[src/rtl/seven_seg_pkg.sv]
// Shared types and constants for the multiplexed seven-segment scan controller.
package seven_seg_pkg;

   typedef enum logic [1:0] {
      IDLE  = 2'd0,
      BLANK = 2'd1,
      ON    = 2'd2
   } scan_state_t;

   localparam logic [3:0] ANODE_OFF  = 4'b1111;
   localparam int         NUM_DIGITS = 4;

endpackage

[src/rtl/seven_seg_scan_ctrl_tick.sv]
// scan_tick_counter: counts 0..N-1 while enabled and flags the terminal count.
module scan_tick_counter #(
   parameter int N = 1,
   parameter int W = $clog2(N) + 1
) (
   input  logic clk,
   input  logic rst,
   input  logic clr,
   input  logic en,
   output logic done
);

   logic [W-1:0] cnt_q;
   logic [W-1:0] cnt_d;

   assign done = (cnt_q == W'(N - 1));

   always_comb begin
      cnt_d = cnt_q;
      if (clr) begin
         cnt_d = '0;
      end else if (en) begin
         cnt_d = done ? '0 : cnt_q + W'(1);
      end
   end

   // NOTE: sequential state uses non-blocking assignments so every flop samples pre-edge values.
   always_ff @(posedge clk) begin
      if (rst) begin
         cnt_q <= '0;
      end else begin
         cnt_q <= cnt_d;
      end
   end

endmodule

[src/rtl/seven_seg_scan_ctrl.sv]
// Four-digit seven-segment scan controller with frame-latched values and active-low anodes.
// Define SEVEN_SEG_BLANK_EN to insert an all-dark BLANK period before each digit.
module seven_seg_scan_ctrl
   import seven_seg_pkg::*;
#(
   parameter int DIGIT_TICKS = 100000,
   parameter int BLANK_TICKS = 1000
) (
   input  logic                  clk,
   input  logic                  rst,
   input  logic                  en,
   input  logic [NUM_DIGITS-1:0] digit_en,
   input  logic [3:0]            A,
   input  logic [3:0]            B,
   input  logic [3:0]            AplusB,
   input  logic [3:0]            AminusB,
   output logic [3:0]            A_q,
   output logic [3:0]            B_q,
   output logic [3:0]            AplusB_q,
   output logic [3:0]            AminusB_q,
   output logic [NUM_DIGITS-1:0] anode,
   output logic [1:0]            digit_idx,
   output logic                  frame_start
);

   localparam int MAX_TICKS = (DIGIT_TICKS > BLANK_TICKS) ? DIGIT_TICKS : BLANK_TICKS;
   localparam int CNT_W     = $clog2(MAX_TICKS) + 1;

`ifdef SEVEN_SEG_BLANK_EN
   localparam scan_state_t SLOT_ENTRY = BLANK;
`else
   localparam scan_state_t SLOT_ENTRY = ON;
`endif

   scan_state_t           state_q, state_d;
   logic [1:0]            digit_idx_q, digit_idx_d;
   logic [NUM_DIGITS-1:0] anode_q, anode_d;
   logic                  frame_start_q, frame_start_d;
   logic [NUM_DIGITS-1:0] digit_en_q, digit_en_d;
   logic [3:0]            A_d, B_d, AplusB_d, AminusB_d;
   logic                  latch;
   logic                  dig_run, dig_done;

   assign dig_run = en && (state_q == ON);

   scan_tick_counter #(.N(DIGIT_TICKS), .W(CNT_W)) u_digit_cnt (
      .clk  (clk),
      .rst  (rst),
      .clr  (!dig_run),
      .en   (dig_run),
      .done (dig_done)
   );

`ifdef SEVEN_SEG_BLANK_EN
   logic blk_run, blk_done;

   assign blk_run = en && (state_q == BLANK);

   scan_tick_counter #(.N(BLANK_TICKS), .W(CNT_W)) u_blank_cnt (
      .clk  (clk),
      .rst  (rst),
      .clr  (!blk_run),
      .en   (blk_run),
      .done (blk_done)
   );
`endif

   // NOTE: every always_comb output gets a default first, so no path can infer a latch.
   always_comb begin
      state_d       = state_q;
      digit_idx_d   = digit_idx_q;
      frame_start_d = 1'b0;
      latch         = 1'b0;

      if (!en) begin
         state_d     = IDLE;
         digit_idx_d = 2'd0;
      end else begin
         case (state_q)
            IDLE: begin
               latch       = 1'b1;
               digit_idx_d = 2'd0;
               state_d     = SLOT_ENTRY;
            end
`ifdef SEVEN_SEG_BLANK_EN
            BLANK: begin
               if (blk_done) state_d = ON;
            end
`endif
            ON: begin
               if (dig_done) begin
                  state_d = SLOT_ENTRY;
                  if (digit_idx_q == 2'd3) begin
                     digit_idx_d = 2'd0;
                     latch       = 1'b1;
                  end else begin
                     digit_idx_d = digit_idx_q + 2'd1;
                  end
               end
            end
            default: state_d = IDLE;
         endcase
      end

      A_d        = A_q;
      B_d        = B_q;
      AplusB_d   = AplusB_q;
      AminusB_d  = AminusB_q;
      digit_en_d = digit_en_q;
      if (latch) begin
         A_d           = A;
         B_d           = B;
         AplusB_d      = AplusB;
         AminusB_d     = AminusB;
         digit_en_d    = digit_en;
         frame_start_d = 1'b1;
      end

      // Anode is derived from next-cycle state and mask so it registers in step with them.
      anode_d = ANODE_OFF;
      if (state_d == ON && digit_en_d[digit_idx_d]) begin
         anode_d[digit_idx_d] = 1'b0;
      end
   end

   always_ff @(posedge clk) begin
      if (rst) begin
         state_q       <= IDLE;
         digit_idx_q   <= 2'd0;
         anode_q       <= ANODE_OFF;
         frame_start_q <= 1'b0;
         digit_en_q    <= '0;
         A_q           <= '0;
         B_q           <= '0;
         AplusB_q      <= '0;
         AminusB_q     <= '0;
      end else begin
         state_q       <= state_d;
         digit_idx_q   <= digit_idx_d;
         anode_q       <= anode_d;
         frame_start_q <= frame_start_d;
         digit_en_q    <= digit_en_d;
         A_q           <= A_d;
         B_q           <= B_d;
         AplusB_q      <= AplusB_d;
         AminusB_q     <= AminusB_d;
      end
   end

   assign anode       = anode_q;
   assign digit_idx   = digit_idx_q;
   assign frame_start = frame_start_q;

endmodule

[config.mk]
export PLATFORM = sky130hd
export DESIGN_NAME = seven_seg_scan_ctrl
export DESIGN_NICKNAME = d
export VERILOG_FILES = /design/src/rtl/seven_seg_pkg.sv /design/src/rtl/seven_seg_scan_ctrl_tick.sv /design/src/rtl/seven_seg_scan_ctrl.sv
export SDC_FILE = /design/constraint.sdc
export NUM_CORES = 1
export LEC_CHECK = 0
export BUFFER_PORTS_ARGS = -buffer_cell sky130_fd_sc_hd__clkbuf_2
export CORE_AREA = 3 3 66 68
export DETAILED_ROUTE_END_ITERATION = 12
export DIE_AREA = 0 0 69 71
export PLACE_DENSITY = 0.74
export SYNTH_ARGS = -nofsm -noshare
export SYNTH_HDL_FRONTEND = slang
export SYNTH_SLANG_ARGS = --single-unit
[constraint.sdc]
create_clock -name clk -period 2.4 [get_ports clk]
set_clock_uncertainty 0.15 [all_clocks]
set_input_delay 0.12 -clock clk [delete_from_list [all_inputs] [get_ports clk]]
set_output_delay 0.12 -clock clk [all_outputs]
set_load 0.02 [all_outputs]
# == Yosys cells after proc, flatten, opt, wreduce, memory -nomap -nowiden ==
# Cells that the tools add are included.
# classes
shift,0
n_bitwise,3
eq_ne,4
n_mul,0
order_cmp,2
muxes,17
addsub,2
n_reduce_logical,6
div,0
# op_table
operator,count
$add 18x1->18 const B,1
$eq 18x17->1 const B,1
$mux 2,5
$pmux 2 s2,2
$eq 2x2->1 const B,3
$mux 1,6
$mux 4,1
$not 4->4,1
$logic_and 1x1->1,3
$lt 2x3->1 const B,1
$reduce_or 3->1,1
$add 2x1->2 const B,1
$bmux 1 s2,1
$demux 1 s2,1
$ge 2x1->1 const B,1
$logic_not 2->1,1
$not 1->1,2
$pmux 1 s2,1
$reduce_or 2->1,1
# totals
memories,0
mem_bits_ro,0
latchBits,0
mem_bits_rw,0
elab_cells,44
out_inout_bits,23
regBits,47

# == Depth between registers and ports, before layout ==
# Gate-level depths: netlist of run 1.
# logic_depth
word_depth,11
depth_mapped,9
depth_no_buf,6

# == By module ==
# A second synthesis of run 1 with hierarchy kept.
# hier_totals
hier_cells,227
area_unflattened_um2,1946.9
# modules_own_cells
mod,area_per_inst_um2,instances,cells_each,seq_area_each_um2
seven_seg_scan_ctrl,1076.0,1,125,580.6
scan_tick_counter,870.8,1,102,360.3

# == Least setup slack after synthesis of run 1 ==
# No wires, ideal clock.
# synth_timing
path_type,register to register
startpoint,register u_digit_cnt.cnt_q[0]
endpoint,register digit_en_q[1]
path_slack_ns,0.156
setup_time_ns,0.114
arrival_ns,1.979
path_stages_with_launch,9
synth_period_minus_slack_ns,2.244
cell_sequence,dfxtp_1 ha_1 and4_1 and2_1 clkbuf_1 a41o_2 buf_12 mux2_1 and2b_1
# synth_between
elab_chain_cells,5
# synth_rtl
item,line_no,rtl
from (decl),seven_seg_scan_ctrl_tick.sv:13,logic [W-1:0] cnt_q;
from (signal assigned),seven_seg_scan_ctrl_tick.sv:32,cnt_q <= cnt_d;
$eq 18x17->1,seven_seg_scan_ctrl_tick.sv:16,assign done = (cnt_q == W'(N - 1));
$mux 1,seven_seg_scan_ctrl.sv:91,if (dig_done) begin
$pmux 1 s2,seven_seg_scan_ctrl.sv:79,case (state_q)
$mux 1,seven_seg_scan_ctrl.sv:75,if (!en) begin
$mux 4,seven_seg_scan_ctrl.sv:110,if (latch) begin
to (signal assigned),seven_seg_scan_ctrl.sv:142,digit_en_q <= digit_en_d;
to (decl),seven_seg_scan_ctrl.sv:39,"logic [NUM_DIGITS-1:0] digit_en_q, digit_en_d;"
# No other way between the ends.
# A chain may end at the register's enable or synchronous reset.

# == Final worst setup path of run 1 ==
# layout_timing
startpoint,register u_digit_cnt.cnt_q[12]
endpoint,register AplusB_q[0]
# layout_between
elab_chain_cells,4
# layout_rtl
item,line_no,rtl
$eq 18x17->1,seven_seg_scan_ctrl_tick.sv:16,
$mux 1,seven_seg_scan_ctrl.sv:91,
$pmux 1 s2,seven_seg_scan_ctrl.sv:79,
$mux 1,seven_seg_scan_ctrl.sv:75,
to (signal assigned),seven_seg_scan_ctrl.sv:145,AplusB_q <= AplusB_d;
to (decl),seven_seg_scan_ctrl.sv:19,"output logic [3:0] AplusB_q,"
# No other way between the ends.

==> metrics.md, run 1 <==
| Metric | Value |
|---|---|
| DR vias/cell | 4.915 |
| Num rows | 23 |
| Number of remaining DRC errors | 0 |
| Status | completed |
| Synth Area in Simple Gates | 25.41% |
| YS warnings | 0 |
| Final non-filler cell total | 316 |
| Vias in the first global route | 1585 |
| Die width | 69 µm |
| Post-synthesis register bit count | 47 |
| First-pass GRT wire length | 6.865 mm |
| Clock sink total | 47 |
| Max-Cap Viols | 0 |
| Post-Synth Adder-Cell Area | 1.320% |
| RSZ-0062 raised after global routing | false |
| N_diodes | 0 |
| Skew-Pair Late Insertion Delay | 0.30 ns |
| H-tree lvl count | 2 |
| Pleak | 1.056 nW |
| # resized after CTS | 0 |
| Post-synth EDFFs | 0 |
| Synth Net Count | 216 |
| Nets | 290 |
| Drt pass-1 iters | 4 |
| Crit path DAT | 2.22 ns |
| Routed Antenna Nets | 0 |
| Hold Fails Final Rpt | 0 |
| Post-detail-place hpwl | 2.651 mm |
| Pre-CTS WS | 0.2210 ns |
| Compound-Gate Fraction of Synth Area | 1.716% |
| Final TNS setup | 0 ns |
| Avg Cell Area, Syn | 9.924 µm² |
| Ys async rst share | 0% |
| CTS tree | done |
| Synth Area in XOR/XNOR | 7.393% |
| Final period util | 90.49% |
| Routed via count | 1553 |
| Final Max Tran Viols | 0 |
| Hold Crit Class | in -> reg |
| Initial DRC Count | 57 |
| Cells after DPL | 287 |
| Initial core utilization | 48.43% |
| Multi-input logic area | 898.4 µm² |
| Worst vdd ir | 0.0004178 V |
| Register clock-pin slew on the reported worst setup and hold paths | 0.09 ns |
| Yosys cell types | 33 |
| Largest family of logic cells by synthesized area | simple AND/OR/NAND/NOR gates |
| Crit Path Class | reg -> reg |
| Post-Route WL | 3.811 mm |
| CP max FO | 11 |
| GPL Wtd Cong | 0.7919 |
| Syn-to-layout area delta | 32.15% |
| Global Route Usage Sum | 17.13% |
| Congestion Overflow GR | 0 |
| Initial antenna violation count | 0 |
| Max clock buf depth | 2 |
| Max Fclk | 460.5 MHz |
| Total CTS buffers | 5 |
| Largest net degree at the start of global routing | 22 |
| Synth Flop Type | dfxtp_1 |
| FF+latch area | 940.9 µm² |
| Final worst slack | 0.2284 ns |
| Setup-failing EPs final | 0 |
| Syn Inst Count | 191 |
| Critical Path Start Type | flop |
| Post-route minimum period | 2.172 ns |
| Multiplexer share of the synthesized area | 11.35% |
| Cell area after synthesis | 1896 µm² |
| Core ar. | 3914 µm² |
| CP Data Required Time | 2.45 ns |
| Die height | 71 µm |
| Seq/Total Area, Yosys | 49.64% |
| Root Buffer | clkbuf_8 |
| PwrDens | 609.5 nW/µm² |
| Average wire per standard cell | 12.06 µm |
| Input/output buffers | 45 |
| DIE AREA | 4899 µm² |
| Critical Path End Type | flop |
| Layout cells sized above 1 | 24.81% |
| Post-CTS Setup Repair Bufs | 0 |
| Fill cells | 341 |
| IO Count | 46 |
[metrics by stage]
stage / util, % / hold WS [ns] / area, µm² / power (W)
2_1_floorplan: - / 0.04161 / 1896 / 0.0008959
3_3_place_gp: 55.69 / 0.2012 / 2180 / 0.0009294
3_5_place_dp: 55.69 / 0.2144 / 2180 / 0.0009322
4_1_cts: 64.00 / 0.004227 / 2505 / 0.001546
5_1_grt: 64.00 / 0.008311 / 2505 / 0.001582
6_report: 64.00 / 0.01137 / 2505 / 0.001527
[placed cells by master, fill, tap and decap left out, types with 2 or more instances in the layout]
master	synthesis	routed
buf_4	0	7
nand2_1	12	12
or4_4	2	2
nor2_1	40	40
nor2b_1	4	4
mux2_1	2	2
and2b_1	2	2
dlygate4sd3_1	0	21
nand4_1	6	6
nand3_1	8	8
xnor2_1	7	7
mux2_2	2	2
mux2i_1	17	17
and3_1	7	7
clkbuf_2	0	45
clkbuf_8	0	5
xor2_1	9	9
dfxtp_1	47	47
ha_1	2	2
and2_1	3	3
nor3_1	2	2
[kinds of logic (layout without fill, tap and decap cells)]
| group | Yosys count | in the layout |
|---|---|---|
| other | 1 | 1 |
| adder cells (fa/ha/maj) | 2 | 2 |
| multiplexers | 21 | 21 |
| AND/OR/NAND/NOR | 94 | 94 |
| buffers and inverters | 6 | 81 |
| flip-flops | 47 | 47 |
| XOR/XNOR | 16 | 16 |
| AO/OA/AOI/OAI | 4 | 4 |
[cell type report]
type | instances | area share, %
Sequential cell | 47 | 37.56
Multi-Input combinational cell | 138 | 35.86
Clock inverter | 3 | 1.848
Tap cell | 50 | 2.498
Clock buffer | 5 | 2.747
Timing Repair Buffer | 73 | 19.48
[per-layer routing]
metal	vias to the layer above	global-route usage, %	routed length (µm)
met5	-	0	0
li1	793	-	-
met1	713	19.63	1632
met3	8	5.824	237
met2	39	29.66	1864
met4	0	6.291	76
[state kept, by name, summed over array words and instances, names as in the netlist]
name,cells
digit_en_q,4
u_digit_cnt.cnt_q,18
state_q,2
AplusB_q,4
anode,4
frame_start,1
B_q,4
digit_idx,2
AminusB_q,4
A_q,4
[final timing paths]
kind | endpoint | start | slack (ns) | cells past startpoint
max reg2reg | AplusB_q[0] | u_digit_cnt.cnt_q[12] | 0.23 | 6
min | anode[0] | digit_en[0] | 0.01 | 3
min reg2reg | u_digit_cnt.cnt_q[0] | u_digit_cnt.cnt_q[0] | 0.32 | 1
max | AplusB_q[0] | u_digit_cnt.cnt_q[12] | 0.23 | 6
[power breakdown]
| group | internal (W) | leakage (nW) | total [W] | switching (W) |
|---|---|---|---|---|
| Combinational | 0.0000713 | 0.620 | 0.000133 | 0.0000613 |
| Sequential | 0.000798 | 0.382 | 0.000809 | 0.0000104 |
| Clock | 0.000314 | 0.0548 | 0.000586 | 0.000272 |
| Total | 0.00118 | 1.06 | 0.00153 | 0.000344 |
[cell usage after synthesis (2+ instances only)]
master / instances / area (µm²)
nand2_1: 12 / 45.04
or4_4: 2 / 22.52
and3_1: 7 / 43.79
mux2_1: 2 / 22.52
mux2i_1: 17 / 170.2
xor2_1: 9 / 78.83
buf_12: 2 / 40.04
dfxtp_1: 47 / 940.9
nand4_1: 6 / 37.54
and2b_1: 2 / 15.01
ha_1: 2 / 25.02
nor3_1: 2 / 10.01
xnor2_1: 7 / 61.31
nor2_1: 40 / 150.1
nand3_1: 8 / 40.04
clkbuf_1: 3 / 11.26
mux2_2: 2 / 22.52
and2_1: 3 / 18.77
nor2b_1: 4 / 25.02
[critical path, stage by stage (launching register included)]
cell and delay [ns]:
dfxtp_1 0.36, or4_4 0.54, nor3_4 0.18, a41o_2 0.32
buf_4 0.25, mux2i_1 0.22, nor2_1 0.06
[repair_timing]
item | in CTS | in global routing
endpoints found under the setup margin | 0 | 0
endpoints found under the hold margin | 21 | 0
hold buffers | 21 | 0
Power figures use the tool's default switching activity.
==> run 2, diff against run 1 <==
REMOVE_ABC_BUFFERS = 1   (was default)
==> metrics.md, run 2 (synthesized netlist as in run 1, its figures left out) <==
| Metric | Value |
|---|---|
| Crit Path Class | reg -> reg |
| Global Route Usage Sum | 16.88% |
| Final Max Tran Viols | 0 |
| Fill cells | 341 |
| # resized after CTS | 0 |
| First-pass GRT wire length | 6.658 mm |
| Pleak | 1.059 nW |
| Met3 Resource Use GR | 5.398% |
| IO Count | 46 |
| Congestion Overflow GR | 0 |
| CP Data Required Time | 2.43 ns |
| PwrDens | 645.0 nW/µm² |
| Critical Path Start Type | flop |
| CP top delay family | simple AND/OR/NAND/NOR gates |
| Max Fclk | 446.6 MHz |
| Critical path's slowest cell | or4_4 |
| FF-to-FF Start | u_digit_cnt.cnt_q[11] |
| Syn-to-layout area delta | 32.15% |
| Skew-Pair Late Insertion Delay | 0.29 ns |
| Sw power | 0.0003322 W |
| Setup-failing EPs final | 0 |
| Status | completed |
| Initial antenna violation count | 0 |
| CP max FO | 17 |
| Initial DRC Count | 67 |
| Final TNS setup | 0 ns |
| Register clock-pin slew on the reported worst setup and hold paths | 0.09 ns |
| Worst vdd ir | 0.0003556 V |
| GPL Wtd Cong | 0.8345 |
| H-tree lvl count | 2 |
| Cells after DPL | 286 |
| FF+latch area | 940.9 µm² |
| Input/output buffers | 45 |
| Worst reg2reg setup slack | 0.16 ns |
| Crit path from | u_digit_cnt.cnt_q[11] |
| Crit-path cells | or4_4 -> nor3_4 -> a41o_2 -> buf_4 -> mux2i_1 -> nor2_1 |
| Drt pass-1 iters | 4 |
| Post-detail-place hpwl | 2.661 mm |
| GR peak layer | met2 |
| Final period util | 93.30% |
| Root Buffer | clkbuf_8 |
| Clock share of power | 41.7% |
| Critical Path End Type | flop |
| DIE AREA | 4899 µm² |
| RSZ-0062 raised after global routing | false |
| Commonest non-fill, non-tap cell in the layout | dfxtp_1 |
| Layout cells sized above 1 | 24.24% |
| Internal power | 0.001283 W |
| Net switching fraction of the power | 20.56% |
| Average wire per standard cell | 13.00 µm |
| Worst stage delay on the critical path | 0.55 ns |
| Hold Fails Final Rpt | 0 |
| Hold Crit Class | in -> reg |
| Clock sink total | 47 |
| N_diodes | 0 |
| DR vias/cell | 4.959 |
| Max-Cap Viols | 0 |
| Num rows | 23 |
| Crit path DAT | 2.27 ns |
| Nets | 288 |
| Met2 Use GR | 29.45% |
| Fin util | 64.00% |
| Post-route minimum period | 2.239 ns |
| Pre-CTS WS | 0.2040 ns |
| Core ar. | 3914 µm² |
| Total CTS buffers | 5 |
| Flop pwr share | 50.1% |
| Met1 Resource Use GR | 19.42% |
| Routed via count | 1557 |
| Vias in the first global route | 1480 |
| Combinational Power Share | 8.2% |
| Max clock buf depth | 2 |
| Number of remaining DRC errors | 0 |
| Initial core utilization | 48.43% |
| Routed Antenna Nets | 0 |
| Final worst slack | 0.1609 ns |
| Hold Slack | 0.01892 ns |
| Multi-input logic area | 898.4 µm² |
| Largest register FFs | 18 |
| Die width | 69 µm |
| Most flop-heavy register | u_digit_cnt.cnt_q |
| Hold Startpoint | digit_en[2] |
| CP bufs+invs | 1 |
| Final non-filler cell total | 314 |
| Largest net degree at the start of global routing | 21 |
| Die height | 71 µm |
| Post-Route WL | 4.081 mm |
| Most frequent cells in the layout | dfxtp_1, clkbuf_2, nor2_1, dlygate4sd3_1, mux2i_1 |
| CTS tree | done |
-- run 2: cell types whose count changed in the layout (fill, tap and decap cells not counted), sizes merged --
cell	previous run	this run
buf	7	6
bufinv	1	2
clkbuf	50	51
clkinvlp	1	0
dlygate4sd3	21	20
inv	1	0
-- run 2: worst reg2reg max path, stage by stage, from the launching register on --
cell     delay [ns]
dfxtp_1        0.35
or4_4          0.55
nor3_4         0.18
a41o_2         0.27
buf_4          0.31
mux2i_1        0.25
nor2_1         0.07
-- run 2: what timing repair did --
item	in CTS	in global routing
buffers inserted	0	0
endpoints found under the setup margin	0	0
hold buffers	20	0
endpoints found under the hold margin	22	0
-- run 2: layer usage --
metal	vias to the layer above	part of all wire, %
met1	719	44
li1	787	-
met5	-	0
met2	42	48
met3	9	6.2
met4	0	1.8
-- run 2: cell type report --
class                   instances  share of cell area (%)
clock buffers                   6                   2.897
clock inverters                 2                   2.398
multi-input cells             138                   35.86
repair buffers                 71                   18.78
flip-flops and latches         47                   37.56
well taps                      50                   2.498
-- run 2: power groups by stage --
stage | Sequential, W | Combinational [W] | Clock, W
finish | 0.000810 | 0.000133 | 0.000673
global route | 0.000813 | 0.000144 | 0.000713
CTS | 0.000809 | 0.000130 | 0.000688
detailed placement | 0.000826 | 0.000105 | 0
global placement | 0.000827 | 0.000103 | 0
floorplan | 0.000842 | 0.0000415 | 0
-- run 2: per-stage QoR --
step | total power [W] | instance area [µm²]
after floorplan | 0.0008839 | 1839
after detailed placement | 0.0009308 | 2172
after CTS | 0.001626 | 2505
final | 0.001616 | 2505
after global routing | 0.001670 | 2505
after global placement | 0.0009295 | 2172
-- run 2: path summary, 6_finish.rpt --
| check | end | depth (start not counted) |
|---|---|---|
| setup / recovery | AminusB_q[2] | 6 |
| hold / removal | digit_en_q[2] | 3 |
| setup reg to reg | AminusB_q[2] | 6 |
| hold reg to reg | u_digit_cnt.cnt_q[0] | 1 |
